[src/rtl/muldiv_pkg.sv]
// Shared encodings for the iterative multiply/divide unit.
package muldiv_pkg;

    localparam int ITER_COUNT = 32;

    typedef enum logic [1:0] {
        OP_MULT  = 2'b00,
        OP_MULTU = 2'b01,
        OP_DIV   = 2'b10,
        OP_DIVU  = 2'b11
    } op_e;

    typedef enum logic [1:0] {
        S_IDLE = 2'b00,
        S_CALC = 2'b01,
        S_FIX  = 2'b10
    } state_e;

    function automatic logic is_signed_op(input op_e o);
        return (o == OP_MULT) || (o == OP_DIV);
    endfunction

    function automatic logic is_div_op(input op_e o);
        return (o == OP_DIV) || (o == OP_DIVU);
    endfunction

endpackage

[src/rtl/muldiv_unit.sv]
// Iterative MULT/MULTU/DIV/DIVU unit holding the HI/LO registers.
//
//   state  | meaning
//   -------+-------------------------------------------------------------
//   S_IDLE | waiting for start; MTHI/MTLO writes accepted here only
//   S_CALC | 32 iterations: shift-add multiply or restoring divide
//   S_FIX  | sign fixup, HI/LO written, done pulse issued next cycle
//
// Operands are reduced to magnitudes at launch so the iteration datapath
// is purely unsigned; signs are re-applied in the FIX cycle.
module muldiv_unit
    import muldiv_pkg::*;
#(
    parameter int DATA_W = 32,
    parameter int CNT_W  = 5
) (
    input  logic              clock,
    input  logic              reset,
    input  logic              start,
    input  logic [1:0]        op,
    input  logic [DATA_W-1:0] rs_data,
    input  logic [DATA_W-1:0] rt_data,
    input  logic              hi_we,
    input  logic              lo_we,
    output logic              busy,
    output logic              done,
    output logic              div_by_zero,
    output logic [DATA_W-1:0] hi,
    output logic [DATA_W-1:0] lo
);

    state_e              state_q, state_d;
    logic [CNT_W-1:0]    cnt_q;
    op_e                 op_q;
    logic                neg_a_q, neg_b_q;
    logic [DATA_W-1:0]   a_mag_q, b_mag_q;
    // Multiply: {accumulator, multiplier}. Divide: low half holds dividend
    // bits shifting out of the top and quotient bits shifting in below.
    logic [2*DATA_W-1:0] prod_q;
    logic [DATA_W-1:0]   rem_q;
    logic [DATA_W-1:0]   hi_q, lo_q;
    logic                done_q, dbz_q;

    // Launch-time operand decode
    op_e               op_in;
    logic              neg_a_in, neg_b_in;
    logic [DATA_W-1:0] a_mag_in, b_mag_in;

    assign op_in    = op_e'(op);
    assign neg_a_in = is_signed_op(op_in) & rs_data[DATA_W-1];
    assign neg_b_in = is_signed_op(op_in) & rt_data[DATA_W-1];
    assign a_mag_in = neg_a_in ? (~rs_data + 1'b1) : rs_data;
    assign b_mag_in = neg_b_in ? (~rt_data + 1'b1) : rt_data;

    // One iteration step for each operation
    logic [DATA_W:0]   mul_sum;
    logic [DATA_W:0]   div_shift;
    logic [DATA_W+1:0] div_diff;
    logic              div_fits;

    assign mul_sum   = {1'b0, prod_q[2*DATA_W-1:DATA_W]} +
                       {1'b0, (prod_q[0] ? a_mag_q : {DATA_W{1'b0}})};
    // 33-bit partial remainder: previous remainder plus next dividend bit
    assign div_shift = {rem_q, prod_q[DATA_W-1]};
    assign div_diff  = {1'b0, div_shift} - {2'b00, b_mag_q};
    assign div_fits  = ~div_diff[DATA_W+1];

    // Sign fixup and result selection for the FIX cycle
    logic [2*DATA_W-1:0] prod_fix;
    logic [DATA_W-1:0]   quo_fix, rem_fix, rs_latched;
    logic [DATA_W-1:0]   res_hi, res_lo;
    logic                res_dbz;

    // Pick the signed/unsigned, multiply/divide/zero-divisor result
    always_comb begin
        prod_fix   = (neg_a_q ^ neg_b_q) ? (~prod_q + 1'b1) : prod_q;
        quo_fix    = (neg_a_q ^ neg_b_q) ? (~prod_q[DATA_W-1:0] + 1'b1)
                                         : prod_q[DATA_W-1:0];
        rem_fix    = neg_a_q ? (~rem_q + 1'b1) : rem_q;
        rs_latched = neg_a_q ? (~a_mag_q + 1'b1) : a_mag_q;
        res_dbz    = is_div_op(op_q) && (b_mag_q == '0);
        res_hi     = prod_fix[2*DATA_W-1:DATA_W];
        res_lo     = prod_fix[DATA_W-1:0];
        if (is_div_op(op_q)) begin
            if (res_dbz) begin
                res_hi = rs_latched;
                res_lo = {DATA_W{1'b1}};
            end else begin
                res_hi = rem_fix;
                res_lo = quo_fix;
            end
        end
    end

    // State register
    always_ff @(posedge clock or negedge reset) begin
        if (!reset) state_q <= S_IDLE;
        else        state_q <= state_d;
    end

    // Next-state logic; CALC ends when the down-counter reaches zero
    always_comb begin
        state_d = state_q;
        case (state_q)
            S_IDLE:  if (start) state_d = S_CALC;
            S_CALC:  if (cnt_q == '0) state_d = S_FIX;
            S_FIX:   state_d = S_IDLE;
            default: state_d = S_IDLE;
        endcase
    end

    // Datapath: operand latch, iteration, HI/LO writes and result pulses
    always_ff @(posedge clock or negedge reset) begin
        if (!reset) begin
            cnt_q   <= '0;
            op_q    <= OP_MULT;
            neg_a_q <= 1'b0;
            neg_b_q <= 1'b0;
            a_mag_q <= '0;
            b_mag_q <= '0;
            prod_q  <= '0;
            rem_q   <= '0;
            hi_q    <= '0;
            lo_q    <= '0;
            done_q  <= 1'b0;
            dbz_q   <= 1'b0;
        end else begin
            done_q <= 1'b0;
            dbz_q  <= 1'b0;
            case (state_q)
                S_IDLE: begin
                    if (hi_we) hi_q <= rs_data;
                    if (lo_we) lo_q <= rs_data;
                    if (start) begin
                        op_q    <= op_in;
                        neg_a_q <= neg_a_in;
                        neg_b_q <= neg_b_in;
                        a_mag_q <= a_mag_in;
                        b_mag_q <= b_mag_in;
                        cnt_q   <= CNT_W'(ITER_COUNT - 1);
                        rem_q   <= '0;
                        prod_q  <= is_div_op(op_in) ? {{DATA_W{1'b0}}, a_mag_in}
                                                    : {{DATA_W{1'b0}}, b_mag_in};
                    end
                end
                S_CALC: begin
                    if (cnt_q != '0) cnt_q <= cnt_q - 1'b1;
                    if (is_div_op(op_q)) begin
                        rem_q <= div_fits ? div_diff[DATA_W-1:0] : div_shift[DATA_W-1:0];
                        prod_q[DATA_W-1:0] <= {prod_q[DATA_W-2:0], div_fits};
                    end else begin
                        prod_q <= {mul_sum, prod_q[DATA_W-1:1]};
                    end
                end
                S_FIX: begin
                    hi_q   <= res_hi;
                    lo_q   <= res_lo;
                    done_q <= 1'b1;
                    dbz_q  <= res_dbz;
                end
                default: ;
            endcase
        end
    end

    assign busy        = (state_q != S_IDLE);
    assign done        = done_q;
    assign div_by_zero = dbz_q;
    assign hi          = hi_q;
    assign lo          = lo_q;

endmodule

[config.mk]
export PLATFORM = sky130hd
export DESIGN_NAME = muldiv_unit
export DESIGN_NICKNAME = d
export VERILOG_FILES = /design/src/rtl/muldiv_pkg.sv /design/src/rtl/muldiv_unit.sv
export SDC_FILE = /design/constraint.sdc
export NUM_CORES = 1
export LEC_CHECK = 0
export CAP_MARGIN = 20
export CORE_MARGIN = 3
export CORE_UTILIZATION = 60
export CTS_CLUSTER_DIAMETER = 60
export DETAILED_ROUTE_END_ITERATION = 16
export GPL_ROUTABILITY_DRIVEN = 1
export PLACE_DENSITY = 0.92
export SYNTH_ARGS = -nofsm -noshare
export SYNTH_HDL_FRONTEND = slang
export SYNTH_SLANG_ARGS = --single-unit
[constraint.sdc]
create_clock -name clock -period 3.96 [get_ports clock]
set_input_delay 0.792 -clock clock [delete_from_list [all_inputs] [get_ports clock]]
set_output_delay 0.792 -clock clock [all_outputs]
set_load 0.02 [all_outputs]
Word level (Yosys, flattened, before mapping)
Cells that the tools add are included.
Word-level totals
  logic and storage cells: 98
  bits of input ports: 71
  output and inout bits: 67
  bits in registers: 237
Operators by class
  bitwise gates (word level): 10
  equality and inequality tests: 13
  reduce and logical (&&, ||, !) cells: 20
  muxes and demuxes: 32
  $add $sub $neg: 9
Operator list (number)
  two-way mux 32 bit: 18
  one-hot mux 32 bit (2 select lines): 3
  adder 32 x 1 -> 32 bit (second input constant): 5
  NOT 32 bit: 5
  two-way mux 64 bit: 2
  one-hot mux 64 bit (2 select lines): 1
  adder 64 x 1 -> 64 bit (second input constant): 1
  NOT 64 bit: 1
  subtractor 33 x 32 -> 34 bit: 1
  adder 32 x 32 -> 33 bit: 1
  logical NOT 32 bit: 1
  != test 2 bit (second input constant): 7
  equality test 2 bit (second input constant): 5
  two-way mux 5 bit: 2
  one-hot mux 5 bit (2 select lines): 1
  AND reduction 2 bit: 5
  AND reduction 3 bit: 3
  nonzero test 2 bit: 3
  logical NOT 5 bit: 1
  nonzero test 5 bit: 1
  subtractor 5 x 1 -> 5 bit (second input constant): 1
  logical NOT 2 bit: 2
  two-way mux 2 bit: 2
  one-hot mux 2 bit (2 select lines): 1
  other kinds (7): 11

Depth between registers and ports, before layout
  depth after elaboration: 7
  mapped depth: 15

Least setup slack after synthesis
Ideal clock, no wire load.
  kind: input -> register
  start point: input port rt_data[9]
  end point: register prod_q[22]
  library setup time: 137 ps
  arrival time: 3011 ps
  required time: 3823 ps
  setup slack: 812 ps
  stages: 9
  path through: or4_1 -> or3_1 -> nor4b_2 -> nand2_1 -> o41ai_1 -> xor2_1 -> nand2_1 -> a221oi_1 -> a21oi_1
Between the ends
  longest elaborated chain between the ends: 6
RTL lines
  start, declared: RTL line muldiv_unit.sv:22  | input logic [DATA_W-1:0] rt_data,
  NOT 32 bit: RTL line muldiv_unit.sv:53  | assign b_mag_in = neg_b_in ? (~rt_data + 1'b1) : rt_data;
  adder 32 x 1 -> 32 bit: RTL line muldiv_unit.sv:53
  two-way mux 32 bit: RTL line muldiv_unit.sv:53
  two-way mux 32 bit: RTL line muldiv_unit.sv:142  | prod_q <= is_div_op(op_in) ? {{DATA_W{1'b0}}, a_mag_in}
  two-way mux 64 bit: RTL line muldiv_unit.sv:134  | if (start) begin
  one-hot mux 64 bit (2 select lines): RTL line muldiv_unit.sv:130  | case (state_q)
  end signal, assigned: RTL line muldiv_unit.sv:142
  end signal, assigned by index: RTL line muldiv_unit.sv:150  | prod_q[DATA_W-1:0] <= {prod_q[DATA_W-2:0], div_fits};
  end signal, assigned: RTL line muldiv_unit.sv:152  | prod_q <= {mul_sum, prod_q[DATA_W-1:1]};
  end, declared: RTL line muldiv_unit.sv:39  | logic [2*DATA_W-1:0] prod_q;
No other way between the ends. The select of a mux whose other input is x is not followed.
A chain may end at the register's enable or synchronous reset.

Final worst setup path
  start point: register prod_q[0]
  end point: register prod_q[56]
Between the ends
  longest elaborated chain between the ends: 4
RTL lines
  two-way mux 32 bit: RTL line muldiv_unit.sv:62  | {1'b0, (prod_q[0] ? a_mag_q : {DATA_W{1'b0}})};
  adder 32 x 32 -> 33 bit: RTL line muldiv_unit.sv:61  | assign mul_sum = {1'b0, prod_q[2*DATA_W-1:DATA_W]} +
  two-way mux 32 bit: RTL line muldiv_unit.sv:148  | if (is_div_op(op_q)) begin
  one-hot mux 64 bit (2 select lines): RTL line muldiv_unit.sv:130
No other way between the ends. The select of a mux whose other input is x is not followed.

==> key figures <==
Critical path
  – Worst path required time: 4.41 ns
  – CP Capture Type: flip-flop
  – Max FO, Critical Path: 29
  – Critical Path AT: 4.19 ns
  – Startpoint types: flip-flop
  – Crit path kind: reg2reg

Yosys
  – Synth area leader: dfrtp_1
  – Synth warn: 0
  – Post-synth cell types: 82
  – Synth area leaders: dfrtp_1 32%, o21ai_0 6.8%, xnor2_1 6.7%
  – Top cells by count, synth: 265 x nand2_1, 247 x o21ai_0, 236 x dfrtp_1
  – Mapped Nets: 2413
  – Post-synthesis cell count: 2269
  – Dominant synthesized flop cell: dfrtp_1
  – Number of synthesized register bits: 236
  – Share of the synthesized area in the top cell type: 32.3%
  – Most common cell in the netlist: nand2_1
  – Post-Syn Area per Cell: 8.06 µm²
  – Async S/R FF share, synth: 100%
  – EDFF count, synth: 0
  – Seq/Total Area, Yosys: 32.3%
  – Netlist Area Pre-Place: 0.0183 mm²

Global route
  – GRT met2 Usage: 63.9%
  – GR peak layer: met2
  – Largest net degree at the start of global routing: 106
  – Met3 Use GR: 8.28%
  – Total Routing Usage GR: 40.8%
  – Grt ovf: 0
  – Antenna violations before repair: 3
  – Vias in the first global route: 18486
  – M1 GR Usage: 53.3%
  – First-pass GRT wire length: 106 mm

Finish
  – Area grow syn2layout: 16.3%
  – Fin cells: 2784
  – Layout cell share with drive strength beyond 1: 7.02%
  – Util after Layout: 71.2%
  – Final instance area: 0.0213 mm²
  – Nets: 2514

Place
  – Gpl congestion: 1.05
  – Buffers on Ports: 137
  – Place WS: 0.179 ns
  – Post-DP HPWL: 51.8 mm
  – Inst Count DP: 2728
  – DP Area: 0.0203 mm²

Clock network
  – Worst-Skew Late Latency: 0.58 ns
  – CTS sink cnt: 236
  – Setup bufs post-CTS: 0
  – CTS resizes: 0
  – Hold-fix buffers, CTS: 0
  – Htree depth: 1
  – CTS Root Cell: clkbuf_16
  – TritonCTS clock tree: yes
  – Clock transition at path regs: 0.06 ns
  – CTS max path bufs: 3
  – Number of buffers created by CTS: 30

Min path
  – Hold Crit Class: in2async

Timing
  – F_max: 0.268 GHz
  – Final period util: 94.2%
  – Final setup viols: 0
  – Setup WS post-layout: 0.228 ns
  – Fin. max-slew vios: 0
  – Endpoints failing hold: 0
  – Slew Limit Headroom: 36.9%
  – RSZ-0062 raised after global routing: no
  – Clk_skew: 0.0202 ns
  – Worst Hold Slack: 0.314 ns
  – Min cycle time layout: 3.73 ns
  – Setup_tns: 0 ns
  – Slew of the pin with the lowest slew margin: 0.947 ns

Pwr
  – Pwr/cell area: 997 mW/mm²
  – Worst IR drop on VDD: 0.000577 V
  – Leak pwr: 9.03 nW
  – Total power: 21.2 mW

Drt
  – Antenna Nets Post-Route: 0
  – Number of vias per cell: 6.89
  – Avg WL per Cell: 24.6 µm
  – Via count: 19171
  – TritonRoute pass-1 iters: 6
  – Remaining DRCs: 0
  – Initial DRC count: 2493
  – Routed wire length: 68.5 mm

Floorplan
  – Total I/O pin count: 138
  – Row Count: 63
  – Die height: 181 µm
  – Die Area: 0.0326 mm²
  – Core area: 0.0299 mm²
  – Chip width: 181 µm
  – Initial Util: 61.2%

Status
  – Status: complete, no violations

Run
  – Max Cap Viol: 0
[state kept, by name (all words and copies together) (netlist names)]
| signal | count |
|---|---|
| a_mag_q | 32 |
| op_q | 1 |
| neg_a_q | 1 |
| b_mag_q | 32 |
| hi | 32 |
| prod_q | 64 |
| div_by_zero | 1 |
| lo | 32 |
| rem_q | 32 |
| neg_b_q | 1 |
| done | 1 |
| state_q | 2 |
| cnt_q | 5 |
[cells in the final DEF, fill, tap and decap left out, types with 23 or more instances in the layout]
cell	n
nor4_1	33
a211oi_1	29
o21ai_0	247
a21oi_1	189
nand2b_1	23
buf_4	78
clkbuf_16	31
nand2_1	264
and2_1	46
ha_1	71
nor3_1	40
a31oi_1	30
o22ai_1	26
nor2_1	142
mux2i_1	48
dfrtp_1	234
xor2_1	91
o31ai_1	31
or3_1	24
a21o_1	24
nand3_1	53
inv_1	66
o41ai_1	25
a22o_1	25
xnor2_1	138
clkdlybuf4s50_1	136
[area by class of cell]
class / instances / area (µm²)
Multi-Input combinational cell: 1814 / 11600
Fill cell: 2302 / 8600
Sequential cell: 236 / 5910
Timing Repair Buffer: 219 / 2040
Clock buffer: 40 / 870
Tap cell: 390 / 488
Inverter: 69 / 260
Clock inverter: 14 / 139
Antenna cell: 2 / 5.00
[power by group]
group          internal (mW)  leakage [nW]  switching (mW)  total, mW
registers               3.57          2.90            1.70       5.27
logic                   5.37          5.64            7.75       13.1
clock network           1.67         0.499            1.16       2.82
total                   10.6          9.03            10.6       21.2
[per-layer routing]
layer | vias up | share of wire [%] | wire [µm]
met5 | - | 0.018 | 12
met4 | 2 | 6.6 | 4530
met3 | 294 | 12 | 8210
met2 | 1361 | 45 | 30600
met1 | 9101 | 37 | 25200
li1 | 8413 | - | -
[worst max-delay path: stages, from the launching register on]
cell and delay (ns):
dfrtp_1 0.38, buf_4 0.18, buf_4 0.23, and2_1 0.17, ha_1 0.34, a21oi_1 0.25
nand2_1 0.13, o41a_1 0.40, a211oi_1 0.48, o21bai_1 0.21, a211o_1 0.34, a31oi_1 0.22
xnor2_1 0.09, a22o_1 0.18
[worst paths after layout]
kind / start / endpoint / slack, ns / cells after the start
min: reset / prod_q[55]$_DFFE_PN0P_ / 0.31 / 1
max: prod_q[0]$_DFFE_PN0P_ / prod_q[56]$_DFFE_PN0P_ / 0.23 / 13
max reg2reg: prod_q[0]$_DFFE_PN0P_ / prod_q[56]$_DFFE_PN0P_ / 0.23 / 13
max in group asynchronous: reset / neg_a_q$_DFFE_PN0P_ / 2.73 / 2
min reg2reg: lo[3]$_DFFE_PN0P_ / lo[3]$_DFFE_PN0P_ / 0.48 / 2
min in group clock: lo[3]$_DFFE_PN0P_ / lo[3]$_DFFE_PN0P_ / 0.48 / 2
[logic make-up after synthesis]
group / count (synthesis) / synth area share (%)
flops: 236 / 32.3
xor+xnor: 231 / 11.1
fa+ha+maj: 73 / 5.08
compound gates: 738 / 24.8
simple gates: 721 / 19.0
buf+inv: 219 / 4.83
mux: 51 / 2.87
Power figures use the tool's default switching activity.
